File: src/rtl/array_sort_check_pkg.sv
// Shared types for the array-sort-check arbiter: FSM state encoding and requester ids.
package array_sort_check_pkg;

  typedef enum logic [2:0] {
    StIdle    = 3'd0,
    StLaunch  = 3'd1,
    StWait    = 3'd2,
    StAbort   = 3'd3,
    StRespond = 3'd4
  } state_e;

  localparam logic REQ0 = 1'b0;
  localparam logic REQ1 = 1'b1;

  // The requester favoured after serving `id`.
  function automatic logic other_req(input logic id);
    return (id == REQ0) ? REQ1 : REQ0;
  endfunction

endpackage

File: src/rtl/array_sort_check_rr_pick.sv
// Combinational 2-way round-robin selector; the pointer breaks ties.
module array_sort_check_rr_pick
  import array_sort_check_pkg::*;
(
  input  logic req0,
  input  logic req1,
  input  logic ptr,
  output logic valid,
  output logic id
);

  always_comb begin
    valid = req0 | req1;
    id    = REQ0;
    if (req0 && req1) begin
      id = ptr;
    end else if (req1) begin
      id = REQ1;
    end
  end

endmodule

File: src/rtl/array_sort_check_arbiter.sv
// Shares one array-sort-check unit between two requesters, round-robin, with a
// watchdog that aborts and clears a check that never completes.
module array_sort_check_arbiter
  import array_sort_check_pkg::*;
#(
  parameter int unsigned ADDR_WIDTH = 32,
  parameter int unsigned LEN_WIDTH  = 32,
  parameter int unsigned TIMEOUT    = 1024
) (
  input  logic                  clock,
  input  logic                  reset,
  input  logic                  req0,
  input  logic                  req1,
  input  logic [ADDR_WIDTH-1:0] array0,
  input  logic [ADDR_WIDTH-1:0] array1,
  input  logic [LEN_WIDTH-1:0]  length0,
  input  logic [LEN_WIDTH-1:0]  length1,
  output logic                  grant0,
  output logic                  grant1,
  output logic                  ack0,
  output logic                  ack1,
  output logic                  result_sorted,
  output logic                  result_error,
  output logic                  busy,
  output logic                  check_go,
  output logic [ADDR_WIDTH-1:0] check_array,
  output logic [LEN_WIDTH-1:0]  check_length,
  output logic                  check_clear,
  input  logic                  check_done,
  input  logic                  check_sorted
);

  localparam int unsigned CntWidth = $clog2(TIMEOUT);
  localparam logic [CntWidth-1:0] CntLast = CntWidth'(TIMEOUT - 1);

  state_e              state_q;
  logic                id_q;
  logic                ptr_q;
  logic [CntWidth-1:0] cnt_q;

  logic                  pick_valid;
  logic                  pick_id;
  logic [ADDR_WIDTH-1:0] sel_array;
  logic [LEN_WIDTH-1:0]  sel_length;

  array_sort_check_rr_pick u_pick (
    .req0  (req0),
    .req1  (req1),
    .ptr   (ptr_q),
    .valid (pick_valid),
    .id    (pick_id)
  );

  assign sel_array  = (pick_id == REQ1) ? array1 : array0;
  assign sel_length = (pick_id == REQ1) ? length1 : length0;

  // All outputs are flops loaded on the transition into the state that owns them,
  // so each pulse lines up exactly with its state.
  always_ff @(posedge clock) begin
    if (!reset) begin
      state_q       <= StIdle;
      id_q          <= REQ0;
      ptr_q         <= REQ0;
      cnt_q         <= '0;
      grant0        <= 1'b0;
      grant1        <= 1'b0;
      ack0          <= 1'b0;
      ack1          <= 1'b0;
      result_sorted <= 1'b0;
      result_error  <= 1'b0;
      busy          <= 1'b0;
      check_go      <= 1'b0;
      check_clear   <= 1'b0;
      check_array   <= '0;
      check_length  <= '0;
    end else begin
      grant0      <= 1'b0;
      grant1      <= 1'b0;
      ack0        <= 1'b0;
      ack1        <= 1'b0;
      check_go    <= 1'b0;
      check_clear <= 1'b0;
      unique case (state_q)
        StIdle: begin
          if (pick_valid) begin
            state_q      <= StLaunch;
            id_q         <= pick_id;
            check_array  <= sel_array;
            check_length <= sel_length;
            grant0       <= (pick_id == REQ0);
            grant1       <= (pick_id == REQ1);
            check_go     <= 1'b1;
            busy         <= 1'b1;
          end
        end
        StLaunch: begin
          state_q <= StWait;
          cnt_q   <= '0;
        end
        StWait: begin
          // A done arriving on the last watchdog cycle still wins over the abort.
          if (check_done) begin
            state_q       <= StRespond;
            result_sorted <= check_sorted;
            result_error  <= 1'b0;
            ack0          <= (id_q == REQ0);
            ack1          <= (id_q == REQ1);
          end else if (cnt_q == CntLast) begin
            state_q       <= StAbort;
            result_sorted <= 1'b0;
            result_error  <= 1'b1;
            check_clear   <= 1'b1;
          end else begin
            cnt_q <= cnt_q + CntWidth'(1);
          end
        end
        StAbort: begin
          state_q <= StRespond;
          ack0    <= (id_q == REQ0);
          ack1    <= (id_q == REQ1);
        end
        StRespond: begin
          state_q <= StIdle;
          ptr_q   <= other_req(id_q);
          busy    <= 1'b0;
        end
        default: begin
          state_q <= StIdle;
          busy    <= 1'b0;
        end
      endcase
    end
  end

endmodule
File: config.mk
export PLATFORM = sky130hd
export DESIGN_NAME = array_sort_check_arbiter
export DESIGN_NICKNAME = d
export VERILOG_FILES = /design/src/rtl/array_sort_check_pkg.sv /design/src/rtl/array_sort_check_rr_pick.sv /design/src/rtl/array_sort_check_arbiter.sv
export SDC_FILE = /design/constraint.sdc
export NUM_CORES = 1
export LEC_CHECK = 0
export BUFFER_PORTS_ARGS = -buffer_cell sky130_fd_sc_hd__buf_4
export CORE_MARGIN = 2
export CORE_UTILIZATION = 49
export CTS_CLUSTER_DIAMETER = 200
export DETAILED_ROUTE_END_ITERATION = 12
export PLACE_DENSITY = 0.9
export SLEW_MARGIN = 20
export SYNTH_ARGS = -nofsm -noshare
export SYNTH_HDL_FRONTEND = slang
export SYNTH_HIERARCHICAL = 1
export SYNTH_SLANG_ARGS = --single-unit
export TNS_END_PERCENT = 10
File: constraint.sdc
create_clock -name clock -period 3 [get_ports clock]
set_input_delay 0.45 -clock clock [delete_from_list [all_inputs] [get_ports clock]]
set_output_delay 0.45 -clock clock [all_outputs]
set_load 0.05 [all_outputs]
==> results.cfg <==
[grt]
grt_max_degree = 53
grt_pass1_wl_um = 18000
grtUsageMet1_pct = 28.9
use_met3_pct = 5.30
antenna_found_initial = 0
grt.busiest_layer = met2
track_usage_pct = 25.8
grt.overflow.total = 0
grtUsageMet2_pct = 46.7
grt_pass1_vias = 3858

[clock_network]
htree_num_levels = 3
clk_latency_ns = 0.34
cts_tree = done
clockBufferDepth = 2
cts_root_buf = clkbuf_8
cts.reportedPaths.clkPinSlew_ns = 0.08
post_cts_buffers = 0
numCtsBuffers = 9
cts-hold-fix-buffers = 0
cts_resized = 0
clock_sinks = 88

[detailed_routing]
wl_um = 11500
first_iter_violations = 129
drt-vias-per-instance = 5.47
firstDrtPassIters = 4
wl_per_cell_um = 16.3
ant_nets = 0
drc = 0
vias = 3862

[yosys]
yosys-top-cells-area = dfxtp_1 (44%), mux2i_1 (17%), a211oi_1 (12%)
synth-seq-cells = 88
synth_nets = 548
netlist_area_sq_um = 3980
ys_warn_count = 6
synth_edf_count = 0
synthCells = 413
yosysSeqAreaShare_pct = 44.3
synth_top_area_share_pct = 44.3
yosys.cell_types.count = 50
yosys.area.top_type = dfxtp_1
syn_avg_cell_area_sq_um = 9.64
synthArstFlopShare_pct = 0
synth_flop_cell = dfxtp_1

[final_layout]
fill_cells = 555
drive_above_1_share_pct = 39.9
final_common_cell = buf_4
area.sequential_sq_um = 1760
diodes = 0
fin_cells = 706
syn_to_final_growth_pct = 44.3
layout_common_cells = buf_4 (213), dfxtp_1 (88), nor2_1 (76), mux2i_1 (67), a211oi_1 (66)
multi_input_area_sq_um = 2030
nNetsFinal = 736

[floorplanning]
dieArea_sq_um = 8860
io_pins = 207
die_h_um = 94.1
core-area_sq_um = 7810
die_x_um = 94.1
initial_utilization_pct = 51.0
row_count = 32

[place]
gp_congestion = 0.913
dp_hpwl_um = 8960
io_buffers = 206
post-place-ws_ns = 0.971
dp_cells = 692

[power_and_ir_drop]
fin_total_pwr_mw = 3.35
pwr_density_cell_nw_per_um2 = 584
ir_drop_mv = 0.287
leakage_nw = 2.52

[sta]
tightest_slew_ns = 0.631
setup_violations = 0
finalCritPeriodShare_pct = 65.7
max_slew_margin_pct = 57.8
tns_ns = 0
skew_ns = 0.00816
period_minus_slack_ns = 1.97
max_freq_ghz = 0.507
drv_slew = 0
fin_ws_ns = 1.03
finalHoldViolCount = 0
rsz0062_at_grt = no

[flow_run]
maxCapViolCount = 0

[worst_setup_path]
crit_required_ns = 3.21
critical_path.startpoint_type = flop
critPathArrivalTime_ns = 2.18
crit_path_max_fanout = 6
cp-end-kind = flop
worstSetupPathType = flop to flop
reg2reg_slack_ns = 1.03

[status]
status = finished clean

[min_path]
hold_class = input pin to flop
==> registers in the layout, indices dropped and copies added (netlist names), 3 cells and up <==
| signal | count |
|---|---|
| check_array | 32 |
| check_length | 32 |
| cnt_q | 10 |
| state_q | 3 |
==> layout make-up <==
cell class                 instances  area share, %
multi-input combinational        284           35.3
sequential                        88           30.7
timing repair buffer             215           28.5
clock buffer                      10           2.22
tap                              102           2.22
clock inverter                     4          0.828
inverter                           3          0.196
==> per-stage QoR <==
step / cell area (sq um) / util [%] / hold slack [ns]
2_1_floorplan: 3980 / - / 0.427
3_3_place_gp: 5570 / 71.3 / 0.462
3_5_place_dp: 5570 / 71.3 / 0.477
4_1_cts: 5740 / 73.5 / 0.357
5_1_grt: 5740 / 73.5 / 0.383
6_report: 5740 / 73.5 / 0.381
==> synth_stat cells (2+ instances only) <==
| master | n |
|---|---|
| a211oi_1 | 66 |
| a21oi_1 | 5 |
| a31oi_1 | 4 |
| and2_1 | 2 |
| and4_1 | 2 |
| buf_2 | 17 |
| buf_4 | 6 |
| clkbuf_1 | 11 |
| clkbuf_2 | 3 |
| dfxtp_1 | 88 |
| inv_1 | 3 |
| mux2i_1 | 67 |
| nand2_1 | 9 |
| nand3_1 | 7 |
| nand4_1 | 3 |
| nor2_1 | 76 |
| nor2b_1 | 2 |
| nor3_1 | 3 |
| nor3_2 | 2 |
| nor3b_1 | 2 |
| nor4_1 | 4 |
| o21ai_0 | 2 |
| or3_1 | 2 |
==> path summary, 6_finish.rpt <==
kind / startpoint / end / cells past startpoint
max: cnt_q[0] / cnt_q[8] / 5
min: check_done / result_error / 2
max reg2reg: cnt_q[0] / cnt_q[8] / 5
min reg2reg: busy / busy / 2
==> cells by family (layout without fill, tap and decap cells) <==
family                   Yosys count  in the layout  synth area share (%)
multiplexers                      67             67                  16.8
buffers and inverters             41            232                  5.25
adder cells (fa/ha/maj)            1              1                 0.314
AO/OA/AOI/OAI                     91             91                  17.1
AND/OR/NAND/NOR                  125            125                  16.3
flip-flops                        88             88                  44.3
==> report_power, final <==
| group | total (mW) | switching, mW | internal [mW] |
|---|---|---|---|
| Clock | 0.757 | 0.383 | 0.373 |
| Sequential | 1.38 | 0.0798 | 1.30 |
| Combinational | 1.21 | 0.777 | 0.438 |
==> critical path, cell delays in order (launching register included) <==
cell       delay [ns]
dfxtp_1          0.41
ha_1             0.32
and4_1           0.33
nand4_1          0.14
a2111oi_0        0.48
o21ai_0          0.16
==> routing by layer <==
| layer | vias to the layer above | part of all wire, % |
|---|---|---|
| met1 | 1769 | 37 |
| met3 | 28 | 6.6 |
| li1 | 1892 | - |
| met4 | 0 | 3.1 |
| met2 | 173 | 53 |
| met5 | - | 0 |
Power figures use the tool's default switching activity.
